### config.mk
export PLATFORM = sky130hd
export DESIGN_NAME = hazard_detection_unit
export DESIGN_NICKNAME = d
export VERILOG_FILES = /design/src/rtl/hazard_detection_unit.sv
export SDC_FILE = /design/constraint.sdc
export NUM_CORES = 1
export LEC_CHECK = 0
export BUFFER_PORTS_ARGS = -buffer_cell sky130_fd_sc_hd__buf_2
export CAP_MARGIN = 25
export CORE_ASPECT_RATIO = 1.2
export CORE_MARGIN = 1.5
export CORE_UTILIZATION = 35
export DETAILED_ROUTE_END_ITERATION = 10
export HOLD_SLACK_MARGIN = 0.03
export PLACE_DENSITY = 0.8
export SYNTH_ARGS = -nofsm -noshare
export SYNTH_HDL_FRONTEND = slang
export SYNTH_SLANG_ARGS = --single-unit
### constraint.sdc
create_clock -name clk -period 2.4 [get_ports clk]
set_input_delay 0.48 -clock clk [delete_from_list [all_inputs] [get_ports clk]]
set_output_delay 0.48 -clock clk [all_outputs]
set_load 0.01 [all_outputs]
### src/rtl/hazard_detection_unit.sv
// Stall/flush controller for the 5-stage pipeline: load-use and ID-stage branch RAW hazards.
// Define HAZARD_PERF_CNT_EN to build the stall_cnt/flush_cnt performance counters.
module hazard_detection_unit #(
  parameter int REG_AW = 5,
  parameter int CNT_W  = 32
) (
  input  logic              clk,
  input  logic              rst_n,
  input  logic [REG_AW-1:0] IF_ID_r1,
  input  logic [REG_AW-1:0] IF_ID_r2,
  input  logic              IF_ID_UseR2,
  input  logic              IF_ID_branch,
  input  logic              branch_taken,
  input  logic [REG_AW-1:0] ID_EX_RegRd,
  input  logic              ID_EX_RegWrite,
  input  logic              ID_EX_MemRead,
  input  logic [REG_AW-1:0] EX_MEM_RegRd,
  input  logic              EX_MEM_MemRead,
  output logic              PC_Write,
  output logic              IF_ID_Write,
  output logic              ID_EX_Bubble,
  output logic              IF_ID_Flush,
  output logic [CNT_W-1:0]  stall_cnt,
  output logic [CNT_W-1:0]  flush_cnt
);

  typedef enum logic {
    RUN  = 1'b0,
    HOLD = 1'b1
  } state_t;

  state_t     state_r;
  logic [1:0] remain_r;
  logic [1:0] need_s;
  logic       stall_s;
  logic       flush_s;
  logic       exHit_s;
  logic       memHit_s;

  // Register 0 is hard-wired, so it never produces a hazard.
  function automatic logic mX(
    input logic [REG_AW-1:0] rd,
    input logic [REG_AW-1:0] r1,
    input logic [REG_AW-1:0] r2,
    input logic              useR2
  );
    return (rd != {REG_AW{1'b0}}) && ((rd == r1) || (useR2 && (rd == r2)));
  endfunction

  assign exHit_s  = mX(ID_EX_RegRd, IF_ID_r1, IF_ID_r2, IF_ID_UseR2);
  assign memHit_s = mX(EX_MEM_RegRd, IF_ID_r1, IF_ID_r2, IF_ID_UseR2);

  // Stall length required by the ID instruction; hazards are only looked at in RUN
  always_comb begin
    need_s = 2'd0;
    if (state_r == RUN) begin
      if (IF_ID_branch && ID_EX_MemRead && exHit_s) begin
        need_s = 2'd2;
      end else if (IF_ID_branch && ID_EX_RegWrite && exHit_s) begin
        need_s = 2'd1;
      end else if (IF_ID_branch && EX_MEM_MemRead && memHit_s) begin
        need_s = 2'd1;
      end else if (!IF_ID_branch && ID_EX_MemRead && exHit_s) begin
        need_s = 2'd1;
      end else begin
        need_s = 2'd0;
      end
    end else begin
      need_s = 2'd0;
    end
  end

  // Stall decision; reset forces the pipeline to run freely
  always_comb begin
    stall_s = 1'b0;
    if (!rst_n) begin
      stall_s = 1'b0;
    end else if (state_r == HOLD) begin
      stall_s = 1'b1;
    end else begin
      stall_s = (need_s != 2'd0);
    end
  end

  // A taken branch is only trusted once its operands are valid (no stall pending)
  always_comb begin
    flush_s = 1'b0;
    if (!rst_n) begin
      flush_s = 1'b0;
    end else begin
      flush_s = IF_ID_branch && branch_taken && !stall_s;
    end
  end

  assign PC_Write     = !stall_s;
  assign IF_ID_Write  = !stall_s;
  assign ID_EX_Bubble = stall_s;
  assign IF_ID_Flush  = flush_s;

  // RUN/HOLD sequencer so a two-cycle stall completes without re-detection
  always_ff @(posedge clk) begin
    if (!rst_n) begin
      state_r  <= RUN;
      remain_r <= 2'd0;
    end else begin
      case (state_r)
        RUN: begin
          if (need_s == 2'd2) begin
            remain_r <= 2'd1;
            state_r  <= HOLD;
          end else begin
            remain_r <= 2'd0;
            state_r  <= RUN;
          end
        end
        HOLD: begin
          remain_r <= remain_r - 2'd1;
          if (remain_r == 2'd1) begin
            state_r <= RUN;
          end else begin
            state_r <= HOLD;
          end
        end
        default: begin
          remain_r <= 2'd0;
          state_r  <= RUN;
        end
      endcase
    end
  end

`ifdef HAZARD_PERF_CNT_EN
  logic [CNT_W-1:0] stallCnt_r;
  logic [CNT_W-1:0] flushCnt_r;

  // Free-running performance counters, wrapping naturally
  always_ff @(posedge clk) begin
    if (!rst_n) begin
      stallCnt_r <= {CNT_W{1'b0}};
      flushCnt_r <= {CNT_W{1'b0}};
    end else begin
      if (stall_s) begin
        stallCnt_r <= stallCnt_r + {{(CNT_W-1){1'b0}}, 1'b1};
      end
      if (flush_s) begin
        flushCnt_r <= flushCnt_r + {{(CNT_W-1){1'b0}}, 1'b1};
      end
    end
  end

  assign stall_cnt = stallCnt_r;
  assign flush_cnt = flushCnt_r;
`else
  assign stall_cnt = {CNT_W{1'b0}};
  assign flush_cnt = {CNT_W{1'b0}};
`endif

endmodule

# Yosys cells after proc, flatten, opt, wreduce, memory -nomap -nowiden
# Cells that the tools add are included.
# classes
muxes	13
reduce_logical	21
bitwise_logic	1
eq_ne	6
n_addsub	1
# op_table
op	n
$eq A5 B5 Y1	4
$logic_and A1 B1 Y1	14
$reduce_bool A5 Y1	2
$mux W1	9
$mux W2	2
$pmux W2 S2	1
$eq A2 B1 Y1 const B	1
$eq A2 B2 Y1 const B	1
$logic_not A1 Y1	2
$logic_or A1 B1 Y1	2
$pmux W1 S2	1
$reduce_bool A2 Y1	1
$sub A2 B1 Y2 const B	1
$not A1 Y1	1
# totals
ff_bits	3
input_bits	28
elab_cells	44
out_inout_bits	68

# Longest topological paths before layout
# logic_depth
ltp_word	16
ltp_mapped	6
depth_no_buf	5

# Worst setup path before layout
# No wires, ideal clock.
# synth_path
path_kind	input-to-output
startpoint	in EX_MEM_RegRd[1]
endpoint	out PC_Write
setup_slack_ns	0.204
t_arrival_ns	1.716
required_ns	1.920
stages	5
path_buffers	1
cell_sequence	or4_1 -> o211ai_1 -> o32ai_2 -> o21ai_1 -> buf_4
# synth_between
elab_chain_cells	13
word_cells_on_any_way	15
classes_between	eq/ne (2); mux (6); reduce/logical (7)
# synth_lines
item	line_no	text
start, declared	17	input logic [REG_AW-1:0] EX_MEM_RegRd,
$eq A5 B5 Y1	47	return (rd != {REG_AW{1'b0}}) && ((rd == r1) || (useR2 && (rd == r2)));
$logic_and A1 B1 Y1	47	
$logic_or A1 B1 Y1	47	
$logic_and A1 B1 Y1 (*)	47	
$logic_and A1 B1 Y1 (*)	61	end else if (IF_ID_branch && EX_MEM_MemRead && memHit_s) begin
$mux W1 (*)	61	
$mux W1 (*)	59	end else if (IF_ID_branch && ID_EX_RegWrite && exHit_s) begin
$mux W2 (*)	57	if (IF_ID_branch && ID_EX_MemRead && exHit_s) begin
$mux W2 (*)	56	if (state_r == RUN) begin
$reduce_bool A2 Y1 (*)	81	stall_s = (need_s != 2'd0);
$mux W1 (*)	78	end else if (state_r == HOLD) begin
$mux W1 (*)	76	if (!rst_n) begin
$logic_not A1 Y1 (*)	n/a	
end, declared	19	output logic PC_Write,
# Mark *: on every way between the ends. The rest lies on a longest branch, timed or not.

# Worst setup path in the final report
# layout_path
startpoint	in ID_EX_RegRd[2]
endpoint	out ID_EX_Bubble
# layout_between
elab_chain_cells	13
word_cells_on_any_way	17
classes_between	eq/ne (2); mux (7); reduce/logical (8)
# layout_lines
item	line_no	text
start, declared	14	input logic [REG_AW-1:0] ID_EX_RegRd,
$eq A5 B5 Y1	47	
$logic_and A1 B1 Y1	47	
$logic_or A1 B1 Y1	47	
$logic_and A1 B1 Y1 (*)	47	
$logic_and A1 B1 Y1	63	end else if (!IF_ID_branch && ID_EX_MemRead && exHit_s) begin
$mux W1	63	
$mux W1	61	
$mux W1	59	
$mux W2 (*)	57	
$mux W2 (*)	56	
$reduce_bool A2 Y1 (*)	81	
$mux W1 (*)	78	
$mux W1 (*)	76	
end, declared	21	output logic ID_EX_Bubble,
# Marked as above.

==> summary.md <==
| Metric | Value |
|---|---|
| Clock root cell | clkbuf_4 |
| Sequential area share after synthesis | 6.557% |
| Type of origin of the critical path | input port |
| WHS | 0.5141 ns |
| Num CTS Buffers | 3 |
| CTS tree | done |
| Clock Pin Slew Worst Setup and Hold Paths | 0.04 ns |
| Chip height | 59.04 um |
| Cell Area, Synth | 915.9 um^2 |
| Clock Tree Buf Depth | 2 |
| Setup-failing EPs final | 0 |
| H-tree level count | 1 |
| Setup slack, reg-to-reg | 1.45 ns |
| Tmin final | 2.307 ns |
| Crit path largest cell delay | 0.31 ns |
| Number of port buffers | 31 |
| P_leak | 0.5098 nW |
| Crit Reg-Reg Endpoint | state_r |
| Core area | 0.002502 mm^2 |
| # diodes | 0 |
| Crit Path Max Fanout | 3 |
| Seq cells post-synth | 3 |
| Hold WC Path Type | in -> reg |
| Largest net degree at the start of global routing | 8 |
| Worst VDD drop | 0.0001727 V |
| DIE AREA | 0.002934 mm^2 |
| Pins Over Slew Limit | 0 |
| # fillers | 314 |
| Clk sink count | 3 |
| Vias per cell | 3.692 |
| Clock skew | 0.008544 ns |
| Insertion delay to the later sink of the worst-skew pair | 0.24 ns |
| Mapped Cells | 116 |
| Total congestion overflow | 0 |
| Worst Path Arrival | 1.83 ns |
| Mean Syn Cell Area | 7.896 um^2 |
| Setup crit end | ID_EX_Bubble |
| Initial antenna violation count | 0 |
| Sum of negative setup slack | 0 ns |
| NumNets Final | 179 |
| Synth warnings | 0 |
| Power density cells | 302.2 mW/mm^2 |
| Synth cell types | 22 |
| Cells on worst reg2reg path | 3 |
| Worst endpoint required time | 1.92 ns |
| ANT nets after route | 0 |
| Die width | 49.70 um |
| Crit path kind | in -> out |
| Slowest cell on crit path | o32ai_2 |
| Final hold violation count | 0 |
| DR DRC count | 0 |
| Critical Path Sink Type | output port |
| Initial DRC count | 4 |
| Initial Util | 36.60% |
| Layout cells sized above 1 | 24.83% |
| Post-CTS Setup Repair Bufs | 0 |
| First-pass GRT wire length | 2.097 mm |
| Crit Reg-Reg Startpoint | state_r |
| Row count | 20 |
| Levels on crit path | 7 |
| Initial DRT Pass Iterations | 4 |
| GPL Wtd Cong | 0.7416 |
| Overall Global Routing Usage | 9.941% |
| Unrepaired setup endpoints after global routing | false |
| DP HPWL | 1.331 mm |
| Outcome | finished clean |
| I/O pins | 96 |
| Area added between synthesis and finish | -1.366% |
| Max Cap Viol | 0 |
| Crit-path cells | buf_4, xor2_1, nor4_2, a32oi_2, o32ai_2, o21a_1, buf_2 |
| CP Buf/Inv Count | 2 |
| Critical path launch point | ID_EX_RegRd[2] |
| DR WL/cell | 8.159 um |
| Design Power | 273.0 uW |
| Vias after detailed routing | 672 |
| Post-Route WL | 1.485 mm |
| Achievable clock frequency | 0.4334 GHz |
| Final period util | 96.14% |
| Vias in the first global route | 494 |
| Top delay family on crit path | compound AO/OA/AOI/OAI gates |
[Yosys cell counts]
library cell / instances / area, um^2
a21oi_1: 1 / 5.000
a32oi_1: 2 / 17.52
and3_1: 1 / 6.260
buf_4: 65 / 488.0
conb_1: 1 / 3.750
dfxtp_1: 3 / 60.06
ha_1: 1 / 12.51
inv_1: 1 / 3.750
nand3b_1: 1 / 7.510
nand4b_1: 1 / 8.760
nor2_1: 4 / 15.01
nor2b_1: 2 / 12.51
nor3_1: 3 / 15.01
nor4_1: 1 / 6.260
nor4_2: 1 / 12.51
o211ai_1: 1 / 7.510
o21a_1: 3 / 22.52
o21ai_1: 1 / 5.000
o32ai_2: 1 / 16.27
or4_1: 2 / 15.01
xnor2_1: 2 / 17.52
xor2_1: 18 / 157.7
[sequential cells by signal, summed over array words and instances (netlist names)]
register / flops
remain_r: 2
state_r: 1
[metal layers]
metal,GRT usage [%],wire [um]
met5,0,0
met4,8.333,42
met3,2.020,191
met2,16.76,701
met1,10.71,550
[per-stage QoR]
| stage | util (%) | setup WS [ns] | cell area (um^2) | cells |
|---|---|---|---|---|
| after floorplan | - | 0.2036 | 1152 | 179 |
| after global placement | 34.40 | 0.05236 | 860.8 | 178 |
| after detailed placement | 34.40 | 0.02553 | 860.8 | 178 |
| after CTS | 35.45 | 0.02415 | 887.1 | 182 |
| after global routing | 36.10 | 0.0008034 | 903.4 | 182 |
| final | 36.10 | 0.09275 | 903.4 | 182 |
[worst min path at each step]
stage / to / depth (start not counted) / start / slack, ns
floorplan: remain_r[1] / 1 / state_r / 0.51
global placement: remain_r[0] / 2 / remain_r[0] / 0.53
detailed placement: remain_r[0] / 2 / remain_r[0] / 0.53
CTS: remain_r[0] / 2 / rst_n / 0.51
global route: state_r / 2 / rst_n / 0.51
finish: remain_r[0] / 2 / rst_n / 0.51
[power by group]
part           total (mW)  internal [mW]  switching (mW)
clock              0.0930         0.0626          0.0304
sequential         0.0514         0.0508        0.000577
combinational       0.129         0.0415          0.0871
[cells by family after synthesis]
logic type | share of synthesized area [%]
buf+inv | 53.69
xor+xnor | 19.13
simple gates | 10.79
other cells | 0.4094
fa+ha+maj | 1.366
flops | 6.558
compound gates | 8.060
[area by class of cell]
type | count | area, um^2 | share of cell area (%)
multi-input combinational | 110 | 608.1 | 67.31
timing repair buffer | 31 | 163.9 | 18.14
sequential | 3 | 60.06 | 6.648
tap | 33 | 41.29 | 4.571
clock buffer | 4 | 26.28 | 2.909
inverter | 1 | 3.754 | 0.4155
[layout by cell type, fill, tap and decap left out, types with 2 or more instances in the layout]
cell type	synthesis	routed
nor3_1	3	3
buf_2	0	29
dfxtp_1	3	3
conb_1	1	64
o21a_1	3	3
nor2b_1	2	2
or4_1	2	2
clkbuf_4	0	3
nor2_1	4	4
xor2_1	18	18
xnor2_1	2	2
[what timing repair did]
item | CTS | global route
endpoints found under the setup margin | 0 | 3
gates resized for setup | 0 | 3
hold endpoints to repair | 0 | 0
hold buffers | 0 | 0
Note: power is estimated with default switching activity, not from simulation.
